### src/rtl/sam_fasta_pkg.sv
// Shared constants and state encoding for the SAM-to-FASTA converter.
package sam_fasta_pkg;

    localparam logic [7:0] CH_SP  = 8'h20;
    localparam logic [7:0] CH_TAB = 8'h09;
    localparam logic [7:0] CH_LF  = 8'h0A;
    localparam logic [7:0] CH_CR  = 8'h0D;
    localparam logic [7:0] CH_NUL = 8'h00;
    localparam logic [7:0] CH_AT  = 8'h40;
    localparam logic [7:0] CH_GT  = 8'h3E;

    localparam logic [3:0] SEQ_FIELD = 4'd10;

    typedef enum logic [2:0] {
        S_LINE_START  = 3'd0,
        S_HDR_SKIP    = 3'd1,
        S_QNAME       = 3'd2,
        S_SKIP_FIELDS = 3'd3,
        S_SEQ         = 3'd4,
        S_REST        = 3'd5,
        S_DONE        = 3'd6
    } state_t;

    function automatic logic is_sep(input logic [7:0] b);
        return (b == CH_SP) || (b == CH_TAB);
    endfunction

endpackage

### src/rtl/sam_to_fasta_fsm_rom_byte_stream.sv
// Byte fetcher for a synchronous ROM: address register, data-valid tracking
// and end-of-input detection (NUL byte or IN_LEN bytes consumed).
module rom_byte_stream
    import sam_fasta_pkg::*;
#(
    parameter int ADDR_WIDTH = 15,
    parameter int IN_LEN     = 2**ADDR_WIDTH
) (
    input  logic                  clk,
    input  logic                  rst,
    input  logic [7:0]            i_rom_data,
    input  logic                  i_take,
    output logic [ADDR_WIDTH-1:0] o_rom_addr,
    output logic                  o_valid,
    output logic                  o_end
);

    localparam logic [ADDR_WIDTH:0] LEN_LIMIT = (ADDR_WIDTH+1)'(IN_LEN);

    logic [ADDR_WIDTH-1:0] r_addr;
    logic [ADDR_WIDTH:0]   r_count;
    logic                  r_valid;
    logic                  w_at_limit;

    // Handshake: o_valid says rom_data holds the byte at o_rom_addr; i_take
    // consumes it only while o_valid is high, otherwise the address is held.
    assign w_at_limit = (r_count == LEN_LIMIT);
    assign o_end      = w_at_limit || (r_valid && (i_rom_data == CH_NUL));
    assign o_valid    = r_valid && !o_end;
    assign o_rom_addr = r_addr;

    always_ff @(posedge clk or posedge rst) begin
        if (rst) begin
            r_addr  <= '0;
            r_count <= '0;
            r_valid <= 1'b0;
        end else if (i_take && o_valid) begin
            r_addr  <= r_addr + 1'b1;
            r_count <= r_count + 1'b1;
            r_valid <= 1'b0;
        end else begin
            r_valid <= 1'b1;
        end
    end

endmodule

### src/rtl/sam_to_fasta_fsm.sv
// Streams SAM text from a byte ROM and writes ">QNAME\nSEQ\n" records to a
// byte RAM, dropping header lines. Runs once after reset.
module sam_to_fasta_fsm
    import sam_fasta_pkg::*;
#(
    parameter int ADDR_WIDTH = 15,
    parameter int IN_LEN     = 2**ADDR_WIDTH
) (
    input  logic                  clk,
    input  logic                  rst,
    output logic [ADDR_WIDTH-1:0] rom_addr,
    input  logic [7:0]            rom_data,
    output logic [ADDR_WIDTH-1:0] ram_addr,
    output logic [7:0]            ram_data,
    output logic                  ram_we,
    output logic                  done,
    output logic [ADDR_WIDTH-1:0] out_len,
    output logic                  err_malformed,
    output logic                  err_overflow,
    output logic [2:0]            dbg_state
);

    localparam logic [ADDR_WIDTH-1:0] PTR_MAX = '1;

    state_t                r_state, w_next;
    logic [3:0]            r_field_cnt;
    logic [ADDR_WIDTH-1:0] r_ptr, r_ram_addr;
    logic [7:0]            r_ram_data, w_wr_byte;
    logic                  r_ram_we, r_err_mal, r_err_ovf;
    logic                  w_valid, w_end, w_take, w_wr, w_set_mal;
    logic                  w_cnt_load, w_cnt_inc, w_ovf, w_sep, w_lf, w_cr;

    rom_byte_stream #(.ADDR_WIDTH(ADDR_WIDTH), .IN_LEN(IN_LEN)) u_stream (
        .clk        (clk),
        .rst        (rst),
        .i_rom_data (rom_data),
        .i_take     (w_take),
        .o_rom_addr (rom_addr),
        .o_valid    (w_valid),
        .o_end      (w_end)
    );

    assign w_sep = is_sep(rom_data);
    assign w_lf  = (rom_data == CH_LF);
    assign w_cr  = (rom_data == CH_CR);
    assign w_ovf = w_wr && (r_ptr == PTR_MAX);

    always_ff @(posedge clk or posedge rst) begin
        if (rst) r_state <= S_LINE_START;
        else     r_state <= w_next;
    end

    always_comb begin
        w_next = r_state;
        case (r_state)
            S_LINE_START: begin
                if (w_end) w_next = S_DONE;
                else if (w_valid) begin
                    if (rom_data == CH_AT)  w_next = S_HDR_SKIP;
                    else if (!w_lf && !w_cr) w_next = S_QNAME;
                end
            end
            S_HDR_SKIP, S_REST: begin
                if (w_end) w_next = S_DONE;
                else if (w_valid && w_lf) w_next = S_LINE_START;
            end
            S_QNAME: begin
                if (w_end) w_next = S_DONE;
                else if (w_valid && w_lf)  w_next = S_LINE_START;
                else if (w_valid && w_sep) w_next = S_SKIP_FIELDS;
            end
            S_SKIP_FIELDS: begin
                if (w_end) w_next = S_DONE;
                else if (w_valid && w_lf) w_next = S_LINE_START;
                else if (w_valid && w_sep && (r_field_cnt == SEQ_FIELD - 4'd1)) w_next = S_SEQ;
            end
            S_SEQ: begin
                if (w_end) w_next = S_DONE;
                else if (w_valid && w_lf)  w_next = S_LINE_START;
                else if (w_valid && w_sep) w_next = S_REST;
            end
            default: w_next = S_DONE;
        endcase
        if (w_ovf) w_next = S_DONE;
    end

    // The first byte of a record is left unconsumed so QNAME sees it after '>'.
    always_comb begin
        w_take     = 1'b0;
        w_wr       = 1'b0;
        w_wr_byte  = 8'h00;
        w_set_mal  = 1'b0;
        w_cnt_load = 1'b0;
        w_cnt_inc  = 1'b0;
        case (r_state)
            S_LINE_START: begin
                if (!w_end && w_valid) begin
                    if (w_cr || w_lf || rom_data == CH_AT) w_take = 1'b1;
                    else begin
                        w_wr      = 1'b1;
                        w_wr_byte = CH_GT;
                    end
                end
            end
            S_HDR_SKIP, S_REST: w_take = !w_end && w_valid;
            S_QNAME: begin
                if (w_end) begin
                    w_wr      = 1'b1;
                    w_wr_byte = CH_LF;
                    w_set_mal = 1'b1;
                end else if (w_valid) begin
                    w_take = 1'b1;
                    if (w_lf) begin
                        w_wr      = 1'b1;
                        w_wr_byte = CH_LF;
                        w_set_mal = 1'b1;
                    end else if (w_sep) begin
                        w_wr       = 1'b1;
                        w_wr_byte  = CH_LF;
                        w_cnt_load = 1'b1;
                    end else if (!w_cr) begin
                        w_wr      = 1'b1;
                        w_wr_byte = rom_data;
                    end
                end
            end
            S_SKIP_FIELDS: begin
                if (w_end) w_set_mal = 1'b1;
                else if (w_valid) begin
                    w_take = 1'b1;
                    if (w_lf) begin
                        w_wr      = 1'b1;
                        w_wr_byte = CH_LF;
                        w_set_mal = 1'b1;
                    end else if (w_sep) w_cnt_inc = 1'b1;
                end
            end
            S_SEQ: begin
                if (w_end) begin
                    w_wr      = 1'b1;
                    w_wr_byte = CH_LF;
                end else if (w_valid) begin
                    w_take = 1'b1;
                    if (w_lf || w_sep) begin
                        w_wr      = 1'b1;
                        w_wr_byte = CH_LF;
                    end else if (!w_cr) begin
                        w_wr      = 1'b1;
                        w_wr_byte = rom_data;
                    end
                end
            end
            default: ;
        endcase
    end

    // The pointer saturates at the last address, so out_len reads 2**ADDR_WIDTH-1 after overflow.
    always_ff @(posedge clk or posedge rst) begin
        if (rst) begin
            r_ptr       <= '0;
            r_ram_addr  <= '0;
            r_ram_data  <= 8'h00;
            r_ram_we    <= 1'b0;
            r_field_cnt <= 4'd0;
            r_err_mal   <= 1'b0;
            r_err_ovf   <= 1'b0;
        end else begin
            r_ram_we <= w_wr;
            if (w_wr) begin
                r_ram_addr <= r_ptr;
                r_ram_data <= w_wr_byte;
                if (r_ptr != PTR_MAX) r_ptr <= r_ptr + 1'b1;
            end
            if (w_cnt_load) r_field_cnt <= 4'd2;
            else if (w_cnt_inc && r_field_cnt != SEQ_FIELD) r_field_cnt <= r_field_cnt + 4'd1;
            if (w_set_mal) r_err_mal <= 1'b1;
            if (w_ovf)     r_err_ovf <= 1'b1;
        end
    end

    assign ram_addr      = r_ram_addr;
    assign ram_data      = r_ram_data;
    assign ram_we        = r_ram_we;
    assign out_len       = r_ptr;
    assign done          = (r_state == S_DONE);
    assign err_malformed = r_err_mal;
    assign err_overflow  = r_err_ovf;
    assign dbg_state     = r_state;

endmodule
### config.mk
export PLATFORM = sky130hd
export DESIGN_NAME = sam_to_fasta_fsm
export DESIGN_NICKNAME = d
export VERILOG_FILES = /design/src/rtl/sam_fasta_pkg.sv /design/src/rtl/sam_to_fasta_fsm_rom_byte_stream.sv /design/src/rtl/sam_to_fasta_fsm.sv
export SDC_FILE = /design/constraint.sdc
export NUM_CORES = 1
export LEC_CHECK = 0
export ABC_AREA = 1
export BUFFER_PORTS_ARGS = -buffer_cell sky130_fd_sc_hd__buf_2
export CAP_MARGIN = 40
export CORE_MARGIN = 5
export CORE_UTILIZATION = 55
export CTS_CLUSTER_DIAMETER = 150
export CTS_CLUSTER_SIZE = 40
export DETAILED_ROUTE_END_ITERATION = 7
export PLACE_DENSITY_LB_ADDON = 0.2
export SYNTH_ARGS = -nofsm -noshare
export SYNTH_HDL_FRONTEND = slang
export SYNTH_HIERARCHICAL = 1
export SYNTH_SLANG_ARGS = --single-unit
### constraint.sdc
create_clock -name clk -period 3.2 [get_ports clk]
set_input_delay 0.32 -clock clk [delete_from_list [all_inputs] [get_ports clk]]
set_output_delay 0.32 -clock clk [all_outputs]
set_load 0.02 [all_outputs]
==> results of run 1 <==
[per-stage QoR]
step           worst slack (ps)  total power (W)
2_1_floorplan             865.5         0.001058
3_3_place_gp              470.5         0.001077
3_5_place_dp              429.5         0.001083
4_1_cts                   407.3         0.001867
5_1_grt                   14.07         0.001914
6_report                  372.5         0.001851
[area by class of cell]
type | count | area (um^2) | share of cell area
inverter | 70 | 265.3 | 0.04933
clock buffer | 10 | 137.6 | 0.02559
sequential | 80 | 2002 | 0.3723
clock inverter | 6 | 75.07 | 0.01396
multi-input combinational | 464 | 2346 | 0.4362
tap | 105 | 131.4 | 0.02443
timing repair buffer | 76 | 420.4 | 0.07818
[layout by cell type, fill, tap and decap left out, types with 2 or more instances in the layout]
cell type and instances:
a21oi_1 6, a31oi_1 2, buf_2 69, buf_4 4
clkbuf_8 10, clkinv_4 2, dfrtp_1 80, ha_1 7
inv_1 60, inv_2 9, nand2_1 216, nand2_2 15
nand2_4 2, nand3_1 36, nand3_2 2, nand3_4 3
nand4_1 9, nor2_1 62, nor2_2 13, nor2_4 3
nor3_1 7, nor4_1 2, o211ai_1 3, o21ai_0 22
o21ai_1 6, xnor2_1 13, xor2_1 25
[repair_timing]
item,in CTS,in global routing
endpoints found under the hold margin,25,0
hold buffers,1,0
buffers inserted,0,0
endpoints found under the setup margin,0,0
[logic make-up (layout without fill, tap and decap cells)]
family / Yosys count / in the layout / synth area share
xor+xnor: 38 / 38 / 0.07020
flops: 80 / 80 / 0.4223
fa+ha+maj: 7 / 7 / 0.01847
compound gates: 43 / 43 / 0.05015
buf+inv: 83 / 162 / 0.08287
simple gates: 376 / 376 / 0.3560
[worst max-delay path: cells and delay by family (launching register included)]
family	cells	cell delay, ps
DFF	1	430
adders and majority gates	1	250
buffers and inverters	5	930
and+or+nand+nor	6	690
AOI/OAI and AO/OA	2	450
[registers in the layout, indices dropped and copies added (netlist names)]
register	flops
u_stream/r_count	16
out_len	15
ram_addr	15
u_stream/o_rom_addr	15
ram_data	8
r_field_cnt	4
dbg_state	3
err_malformed	1
err_overflow	1
ram_we	1
u_stream/r_valid	1
[routing by layer]
| metal | part of all wire | global-route usage |
|---|---|---|
| met4 | 0.019 | 0.07869 |
| met3 | 0.045 | 0.03180 |
| met2 | 0.49 | 0.3769 |
| met1 | 0.45 | 0.2884 |
| met5 | 0 | 0 |
[power by group through the flow]
stage / sequential (W) / clock [W] / combinational, W
2_1_floorplan: 0.00103 / 0 / 0.0000278
3_3_place_gp: 0.00103 / 0 / 0.0000467
3_5_place_dp: 0.00103 / 0 / 0.0000527
4_1_cts: 0.00101 / 0.000803 / 0.0000540
5_1_grt: 0.00101 / 0.000844 / 0.0000605
6_report: 0.00101 / 0.000789 / 0.0000520
[worst paths after layout]
check                                     from                endpoint  slack (ps)  depth (start not counted)
max in group asynchronous                  rst  u_stream/o_rom_addr[0]        2040                          5
setup reg to reg           u_stream/r_count[0]     u_stream/r_count[1]         370                         14
hold / removal                     rom_data[2]             ram_data[2]         260                          3
min in group asynchronous                  rst     u_stream/r_count[8]         490                          3
hold reg to reg                   err_overflow            err_overflow         470                          2
setup / recovery           u_stream/r_count[0]     u_stream/r_count[1]         370                         14
[cell usage after synthesis (3+ instances only)]
master / instances
a21oi_1: 6
buf_2: 3
buf_6: 10
dfrtp_1: 80
ha_1: 7
inv_1: 61
inv_2: 8
nand2_1: 216
nand2_2: 15
nand3_1: 36
nand3_4: 3
nand4_1: 9
nor2_1: 62
nor2_2: 13
nor2_4: 3
nor3_1: 7
o211ai_1: 3
o21ai_0: 22
o21ai_1: 6
xnor2_1: 13
xor2_1: 25
==> flow_summary_export.csv, run 1 <==
group,metric,value,unit
layout,area_growth,13.43,%
routing,routed_wirelength,11050,um
setup_path,path_cells,"inv_1 -> ha_1 -> nand4_1 -> nand2_1 -> inv_2 -> nand2_1 -> inv_1 -> o21ai_0 -> a21oi_1 -> inv_1 -> nor2_4 -> buf_4 -> nand2_1 -> nand2_1",
logic_synthesis,synth.distinct_cells,36,
power,combPwrFrac,0.028,
logic_synthesis,ys_seq_area_frac,0.4223,
layout,drive_gt1_frac,0.2054,
power,clockPowerShare,0.426,
clocking,cts_tree,"built",
clocking,cts_sinks,80,
power,power_density,344.1,nW/um^2
clocking,clk_root_buffer_cell,"clkbuf_8",
power,ir_drop,0.2828,mV
routing,wl_per_cell,13.63,um
placement,dp_hpwl,8406,um
placement,place_inst,794,
setup_path,path_common_cell,"nand2_1",
logic_synthesis,ys_warn_count,6,
hold_path,worst_hold_path_type,"in -> reg",
logic_synthesis,syn_area,4741,um^2
sta,fin_setup_tns,0,ps
logic_synthesis,synth_fp_nets,644,
run_status,status,"finished clean",
sta,setup_viol_count_final,0,
sta,fin_skew,16.46,ps
power,switchingPower,0.0004332,W
logic_synthesis,ys_seq_elements,80,
placement,placed_area,5155,um^2
global_route,track_usage,0.2212,
clocking,cts_resized,0,
setup_path,arrival,3110,ps
floorplanning,initial_core_util,0.5712,
floorplanning,core_area,8299,um^2
floorplanning,rows,33,
routing,drt_iter0_drc,144,
sta,worstMarginPinSlew,497.6,ps
placement,port_buffers,69,
sta,relSlewSlack,0.6678,
placement,place.gp.congestion,0.9236,
layout,nNetsFinal,718,
logic_synthesis,ys_async_sr_fraction,1.000,
clocking,numCtsBuffers,9,
setup_path,cp_max_fo,30,
layout,final_area,5378,um^2
logic_synthesis,synth-edff-count,0,
layout,nFillCells,745,
floorplanning,die_area,10580,um^2
setup_path,cp-start-kind,"register",
setup_path,max_stage_delay,430,ps
layout,antennaDiodeCount,0,
logic_synthesis,synth_area_leaders,"dfrtp_1 42%, nand2_1 17%, nor2_1 4.9%",
floorplanning,io_pins,70,
layout,final_core_util,0.6480,
logic_synthesis,synth_ff_type,"dfrtp_1",
power,p_leak,2.912,nW
global_route,grt_max_degree,34,
routing,ant_nets,0,
power,p_int,0.001417,W
clocking,clk_pin_slew,80,ps
sta,fmaxAchievable,353.7,MHz
setup_path,worst-setup-path-type,"reg -> reg",
layout,finalNonFillerCells,811,
sta,hold_viol_final,0,
sta,fin_crit,2827,ps
clocking,cts_buffer_depth,2,
logic_synthesis,yosysTopAreaCellShare,0.4223,
setup_path,cp-end-kind,"register",
setup_path,crit_required,3480,ps
run,drv_cap,0,
routing,drc,0,
clocking,htreeDepth,3,
routing,vias,4193,
power,seq_power_share,0.546,
sta,final_max_slew_viol_count,0,
clocking,clkLatencyLatePin,360,ps
sta,timing.hold.ws,263.3,ps
logic_synthesis,syn_area_per_cell,7.561,um^2
routing,via_per_inst,5.170,
logic_synthesis,syn_inst,627,
global_route,grt_pass1_wl,18720,um
global_route,grt_pass1_vias,4099,
floorplanning,dieHeight,102.8,um
sta,period_share,0.8836,
sta,rsz0062_at_grt,"false",
floorplanning,die_w,102.8,um
global_route,grt_overflow_total,0,
logic_synthesis,post-synth-top-area-cell,"dfrtp_1",
power,swShare,0.2341,
global_route,antenna_found_initial,0,
setup_path,slowest_stage,"dfrtp_1",
routing,firstDrtPassIters,5,
(Power assumes the default switching activity.)
==> run 2, diff against run 1 <==
--- a/config.mk
+++ b/config.mk
@@ -7,9 +7,10 @@
 export LEC_CHECK = 0
 export ABC_AREA = 1
 export BUFFER_PORTS_ARGS = -buffer_cell sky130_fd_sc_hd__buf_2
-export CAP_MARGIN = 40
+export CELL_PAD_IN_SITES_DETAIL_PLACEMENT = 1
+export CELL_PAD_IN_SITES_GLOBAL_PLACEMENT = 2
 export CORE_MARGIN = 5
-export CORE_UTILIZATION = 55
+export CORE_UTILIZATION = 33
 export CTS_CLUSTER_DIAMETER = 150
 export CTS_CLUSTER_SIZE = 40
 export DETAILED_ROUTE_END_ITERATION = 7
==> run 2 against run 1 <==
  * Worst hold slack lost 190 ps
  * Power grew 15%
  * Routed wire length grew 19%
  * Register-to-register slack is essentially flat
  * Non-clock buffer count shrank 2
  * Sequential cell count is the same
  * Final area grew 2.8%
  * Combinational power shrank 9.6%
==> flow_summary_export.csv, run 2 (same netlist as run 1, synthesis figures left out) <==
group,metric,value,unit
global_route,antenna_found_initial,0,
routing,drt_iter0_drc,131,
routing,drc,0,
layout,largest_reg_flops,16,
power,power_density,385.7,nW/um^2
global_route,track_usage,0.1669,
setup_path,cp-start-kind,"register",
sta,final_max_slew_viol_count,0,
sta,rsz0062_at_grt,"false",
clocking,cts_tree,"built",
layout,area_growth,16.63,%
routing,routed_wirelength,13210,um
clocking,cts_resized,0,
layout,largest_register,"u_stream/r_count",
sta,fmaxAchievable,353.8,MHz
routing,ant_nets,0,
layout,drive_gt1_frac,0.2020,
clocking,clkLatencyLatePin,340,ps
layout,nNetsFinal,716,
sta,hold_viol_final,0,
placement,place.gp.congestion,0.8614,
sta,period_share,0.8832,
sta,fin_setup_tns,0,ps
global_route,grt_max_degree,49,
hold_path,worst_hold_path_type,"in -> async",
clocking,cts_hold_buf,0,
run_status,status,"finished clean",
setup_path,slowest_stage,"dfrtp_1",
floorplanning,core_area,13990,um^2
setup_path,worst-setup-path-type,"reg -> reg",
power,p_leak,2.938,nW
clocking,numCtsBuffers,9,
floorplanning,dieHeight,129.9,um
clocking,cts_sinks,80,
setup_path,arrival,3100,ps
setup_path,max_stage_delay,420,ps
layout,final_core_util,0.3953,
sta,fin_skew,6.559,ps
sta,worstMarginPinSlew,1044,ps
layout,layout_commonest_cell,"nand2_1",
floorplanning,initial_core_util,0.3389,
clocking,htreeDepth,3,
sta,timing.hold.ws,74.39,ps
setup_path,path_cells,"inv_1 -> ha_1 -> nand2_1 -> inv_1 -> nand2_1 -> nor2_1 -> nand2_2 -> nand2_1 -> nor2_1 -> nand2_1 -> inv_1 -> o21ai_0 -> a21oi_1 -> inv_1 -> nor2_4 -> buf_4 -> nand2_1 -> nand2_1",
sta,relSlewSlack,0.3032,
run,drv_cap,0,
setup_path,cp_max_fo,30,
global_route,grt_overflow_total,0,
floorplanning,rows,43,
placement,port_buffers,69,
setup_path,cp-end-kind,"register",
setup_path,path_common_cell,"nand2_1",
sta,setup_viol_count_final,0,
power,ir_drop,0.2168,mV
clocking,clk_root_buffer_cell,"clkbuf_16",
global_route,grt_pass1_wl,22490,um
placement,dp_hpwl,9868,um
layout,antennaDiodeCount,0,
routing,wl_per_cell,14.96,um
clocking,cts_buffer_depth,2,
clocking,post_cts_buffers,0,
routing,firstDrtPassIters,4,
sta,fin_crit,2826,ps
routing,via_per_inst,4.750,
global_route,grt_pass1_vias,4487,
layout,layout_common_cells,"216 x nand2_1, 80 x dfrtp_1, 69 x buf_2, 62 x nor2_1, 60 x inv_1",
setup_path,critPathTopFamily,"simple AND/OR/NAND/NOR gates",
setup_path,crit_required,3480,ps
setup_path,critPathBufInv,5,
floorplanning,io_pins,70,
routing,vias,4194,
floorplanning,die_area,16860,um^2
clocking,clk_pin_slew,60,ps
layout,nFillCells,1803,
floorplanning,die_w,129.9,um
==> run 2: changes by cell type in the layout (fill, tap and decap cells not counted), sizes merged <==
| cell | delta |
|---|---|
| dlygate4sd3 | -1 |
| buf | -1 |
| inv | -2 |
| clkbuf | +3 |
| clkinv | -2 |
==> run 2: area by class of cell <==
| cell class | count | area, um^2 | area share |
|---|---|---|---|
| sequential | 80 | 2002 | 0.3621 |
| inverter | 70 | 265.3 | 0.04797 |
| timing repair buffer | 74 | 382.9 | 0.06925 |
| multi-input combinational | 464 | 2346 | 0.4243 |
| clock inverter | 2 | 37.54 | 0.006789 |
| tap | 180 | 225.2 | 0.04073 |
| clock buffer | 13 | 270.3 | 0.04888 |
==> run 2: layer usage <==
| layer | part of all wire | track usage | wire [um] |
|---|---|---|---|
| met1 | 0.46 | 0.2063 | 6027 |
| met2 | 0.50 | 0.2951 | 6643 |
| met3 | 0.029 | 0.03357 | 384 |
| met4 | 0.012 | 0.04768 | 153 |
| met5 | 0 | 0 | 0 |
==> run 2: final timing paths <==
kind | start | depth (start not counted) | slack, ps | to
max in group asynchronous | rst | 2 | 2300 | ram_data[2]
max | u_stream/r_count[0] | 18 | 370 | u_stream/o_rom_addr[9]
max reg2reg | u_stream/r_count[0] | 18 | 370 | u_stream/o_rom_addr[9]
min reg2reg | err_overflow | 2 | 460 | err_overflow
min | rst | 3 | 70 | u_stream/r_count[7]
min in group clk | rom_data[2] | 3 | 270 | ram_data[2]
==> run 2: metrics by stage <==
| stage | worst slack, ps | total power [W] | std cells | cell area, um^2 |
|---|---|---|---|---|
| 3_5_place_dp | 328.3 | 0.001080 | 868 | 5221 |
| 5_1_grt | 44.43 | 0.002224 | 883 | 5529 |
| 4_1_cts | 304.5 | 0.002175 | 883 | 5529 |
| 2_1_floorplan | 865.5 | 0.001058 | 627 | 4741 |
| 6_report | 373.6 | 0.002132 | 883 | 5529 |
| 3_3_place_gp | 371.2 | 0.001079 | 868 | 5221 |
==> run 2: worst reg2reg max path, stage by stage, from the launching register on <==
cell	delay, ps
dfrtp_1	420
inv_1	80
ha_1	260
nand2_1	80
inv_1	40
nand2_1	50
nor2_1	40
nand2_2	70
nand2_1	50
nor2_1	170
nand2_1	100
inv_1	160
o21ai_0	110
a21oi_1	330
inv_1	140
nor2_4	110
buf_4	360
nand2_1	100
nand2_1	80
==> run 2: where the power goes <==
part	leakage (nW)	internal, W	switching, W
registers	1.06	0.00101	0
logic	1.73	0.00000971	0.0000373
clock network	0.148	0.000664	0.000409
==> run 3, diff against run 2 <==
--- a/config.mk
+++ b/config.mk
@@ -5,12 +5,11 @@
 export SDC_FILE = /design/constraint.sdc
 export NUM_CORES = 1
 export LEC_CHECK = 0
-export ABC_AREA = 1
 export BUFFER_PORTS_ARGS = -buffer_cell sky130_fd_sc_hd__buf_2
 export CELL_PAD_IN_SITES_DETAIL_PLACEMENT = 1
 export CELL_PAD_IN_SITES_GLOBAL_PLACEMENT = 2
 export CORE_MARGIN = 5
-export CORE_UTILIZATION = 33
+export CORE_UTILIZATION = 35
 export CTS_CLUSTER_DIAMETER = 150
 export CTS_CLUSTER_SIZE = 40
 export DETAILED_ROUTE_END_ITERATION = 7
==> run 3 against run 2 <==
  * Combinational power fell by 1%
  * Synthesized area fell by 14%
  * Register-to-register slack got worse by 220 ps
  * Sequential cell count did not move
  * Power fell by 1.2%
  * Clock power barely moved
  * Final area fell by 11%
  * Die area fell by 18%
  * Setup slack got worse by 220 ps
  * Largest power group unchanged
  * Highest routed layer unchanged
==> flow_summary_export.csv, run 3 <==
group,metric,value,unit
sta,fin_setup_tns,0,ps
logic_synthesis,yosysTopAreaCellShare,0.4928,
global_route,antenna_found_initial,0,
sta,rsz0062_at_grt,"false",
layout,largest_register,"u_stream/r_count",
setup_path,cp-start-kind,"register",
run,drv_cap,0,
setup_path,worst-setup-path-type,"reg -> reg",
routing,wl_per_cell,16.49,um
sta,setup_viol_count_final,0,
logic_synthesis,synth_area_leaders,"dfrtp_1 49%, nand2_1 6.1%, xnor2_1 4.7%",
logic_synthesis,syn_inst,413,
setup_path,path_cells,"nor4_1 -> nand4_1 -> nand3_1 -> inv_2 -> buf_4 -> nor2_1 -> nor3_1 -> o21ai_1 -> and3_1 -> nor2_1 -> or4_1",
setup_path,path_common_cell,"nor2_1",
sta,fin_ws,157.9,ps
setup_path,slowest_stage,"or4_1",
global_route,grt_max_degree,49,
setup_path,r2r_start,"u_stream/r_count[7]",
setup_path,crit_required,3410,ps
routing,firstDrtPassIters,5,
logic_synthesis,synth_ff_type,"dfrtp_1",
global_route,grt_overflow_total,0,
logic_synthesis,yosysMostFrequentCell,"dfrtp_1",
sta,fmaxAchievable,328.7,MHz
sta,timing.hold.ws,81.02,ps
logic_synthesis,ys_warn_count,6,
global_route,grt_pass1_vias,3488,
logic_synthesis,syn_area_per_cell,9.837,um^2
clocking,post_cts_buffers,0,
placement,place_ws,165.2,ps
floorplanning,die_area,13860,um^2
floorplanning,core_area,11420,um^2
routing,ant_nets,0,
logic_synthesis,synth-edff-count,0,
placement,port_buffers,69,
logic_synthesis,ys_seq_area_frac,0.4928,
layout,area_growth,21.16,%
logic_synthesis,ys_seq_elements,80,
power,ir_drop,0.2923,mV
floorplanning,dieHeight,117.7,um
run_status,status,"finished clean",
logic_synthesis,synth_fp_nets,430,
layout,nFillCells,1343,
layout,antennaDiodeCount,0,
sta,final_max_slew_viol_count,0,
clocking,cts_buffer_depth,2,
sta,fin_skew,6.021,ps
sta,fin_crit,3042,ps
power,power_density,428.2,nW/um^2
layout,layout_commonest_cell,"dfrtp_1",
logic_synthesis,synth_common_cells,"80 x dfrtp_1, 66 x nand2_1, 26 x nor2_1, 25 x nand3_1, 22 x xnor2_1",
floorplanning,io_pins,70,
clocking,cts_hold_buf,0,
setup_path,reg2reg_slack,160,ps
layout,largest_reg_flops,16,
clocking,cts_sinks,80,
clocking,clk_root_buffer_cell,"clkbuf_16",
setup_path,cp-end-kind,"register",
layout,drive_gt1_frac,0.2334,
placement,dp_hpwl,7747,um
setup_path,r2r_cells,11,
global_route,track_usage,0.1586,
sta,worstMarginPinSlew,1010,ps
floorplanning,rows,39,
clocking,htreeDepth,3,
routing,drt_iter0_drc,162,
floorplanning,die_w,117.7,um
logic_synthesis,ys_async_sr_fraction,1.000,
sta,relSlewSlack,0.3255,
global_route,grt_pass1_wl,17980,um
logic_synthesis,post-synth-top-area-cell,"dfrtp_1",
hold_path,worst_hold_path_type,"in -> async",
clocking,clk_pin_slew,60,ps
clocking,cts_resized,0,
layout,layout_common_cells,"80 x dfrtp_1, 69 x buf_2, 66 x nand2_1, 26 x nor2_1, 25 x nand3_1",
clocking,cts_tree,"built",
placement,place.gp.congestion,0.8021,
setup_path,arrival,3250,ps
setup_path,cp_max_fo,7,
sta,hold_viol_final,0,
routing,routed_wirelength,10550,um
floorplanning,initial_core_util,0.3558,
logic_synthesis,syn_area,4063,um^2
clocking,numCtsBuffers,9,
setup_path,max_stage_delay,530,ps
clocking,clkLatencyLatePin,340,ps
power,p_leak,2.398,nW
setup_path,reg2reg_to,"dbg_state[1]",
sta,period_share,0.9506,
layout,multi_input_area,1901,um^2
layout,nNetsFinal,509,
logic_synthesis,synth.distinct_cells,56,
layout,regArea,2002,um^2
routing,drc,0,
routing,via_per_inst,5.191,
routing,vias,3322,
run 3: cell types whose count changed in the layout (fill, tap and decap cells not counted), sizes merged, moves of 11 or more:
cell,previous run,this run
nand2,233,67
nor2,78,26
inv,70,19
o21ai,29,5
nand3,41,25
buf,74,85
run 3: final cells by class:
| class | instances | share of cell area |
|---|---|---|
| clock buffers | 14 | 0.05363 |
| clock inverters | 2 | 0.007626 |
| inverters | 19 | 0.01500 |
| multi-input cells | 297 | 0.3861 |
| flip-flops and latches | 80 | 0.4067 |
| well taps | 143 | 0.03635 |
| repair buffers | 85 | 0.09456 |
run 3: worst max path at each step:
stage | start | end | slack, ps | cells past startpoint
floorplan | u_stream/r_count[0] | u_stream/o_rom_addr[10] | 160 | 15
finish | u_stream/r_count[7] | dbg_state[1] | 160 | 11
CTS | u_stream/r_count[0] | out_len[1] | 110 | 13
global placement | u_stream/r_count[7] | out_len[1] | 270 | 11
global route | u_stream/r_count[0] | dbg_state[1] | 20 | 13
detailed placement | u_stream/r_count[0] | out_len[1] | 170 | 13
run 3: through the flow:
stage | util | cell area (um^2) | power [W] | instances
final | 0.4311 | 4922 | 0.002108 | 640
after global routing | 0.4311 | 4922 | 0.002194 | 640
after CTS | 0.4298 | 4907 | 0.002144 | 640
after detailed placement | 0.4034 | 4606 | 0.001078 | 624
after global placement | 0.4034 | 4606 | 0.001078 | 624
after floorplan | - | 4063 | 0.001054 | 413
run 3: cells by family (layout without fill, tap and decap cells):
logic type / count (synthesis) / after routing / share of synthesized area
mux: 4 / 4 / 0.01170
flops: 80 / 80 / 0.4928
compound gates: 38 / 38 / 0.07176
xor+xnor: 43 / 43 / 0.09270
buf+inv: 36 / 120 / 0.04250
simple gates: 205 / 205 / 0.2670
fa+ha+maj: 7 / 7 / 0.02156
run 3: where the power goes:
group	leakage (nW)	internal (W)	total, W	switching [W]
logic	1.21	0.0000102	0.0000464	0.0000361
registers	1.04	0.00101	0.00101	0
clock network	0.143	0.000648	0.00105	0.000402
run 3: metal layers:
metal  global-route usage  part of all wire  up-vias
met5                    0                 0        -
met4              0.05878             0.016        0
met3              0.04133             0.047       13
met2               0.2390              0.44       77
met1               0.2191              0.50     1625
li1                     -                 -     1607
run 3: worst max-delay path: cells and delay by family, from the launching register on:
family          cells  cell delay, ps
simple gates        8            2090
flops               1             430
buf+inv             2             220
compound gates      1             160
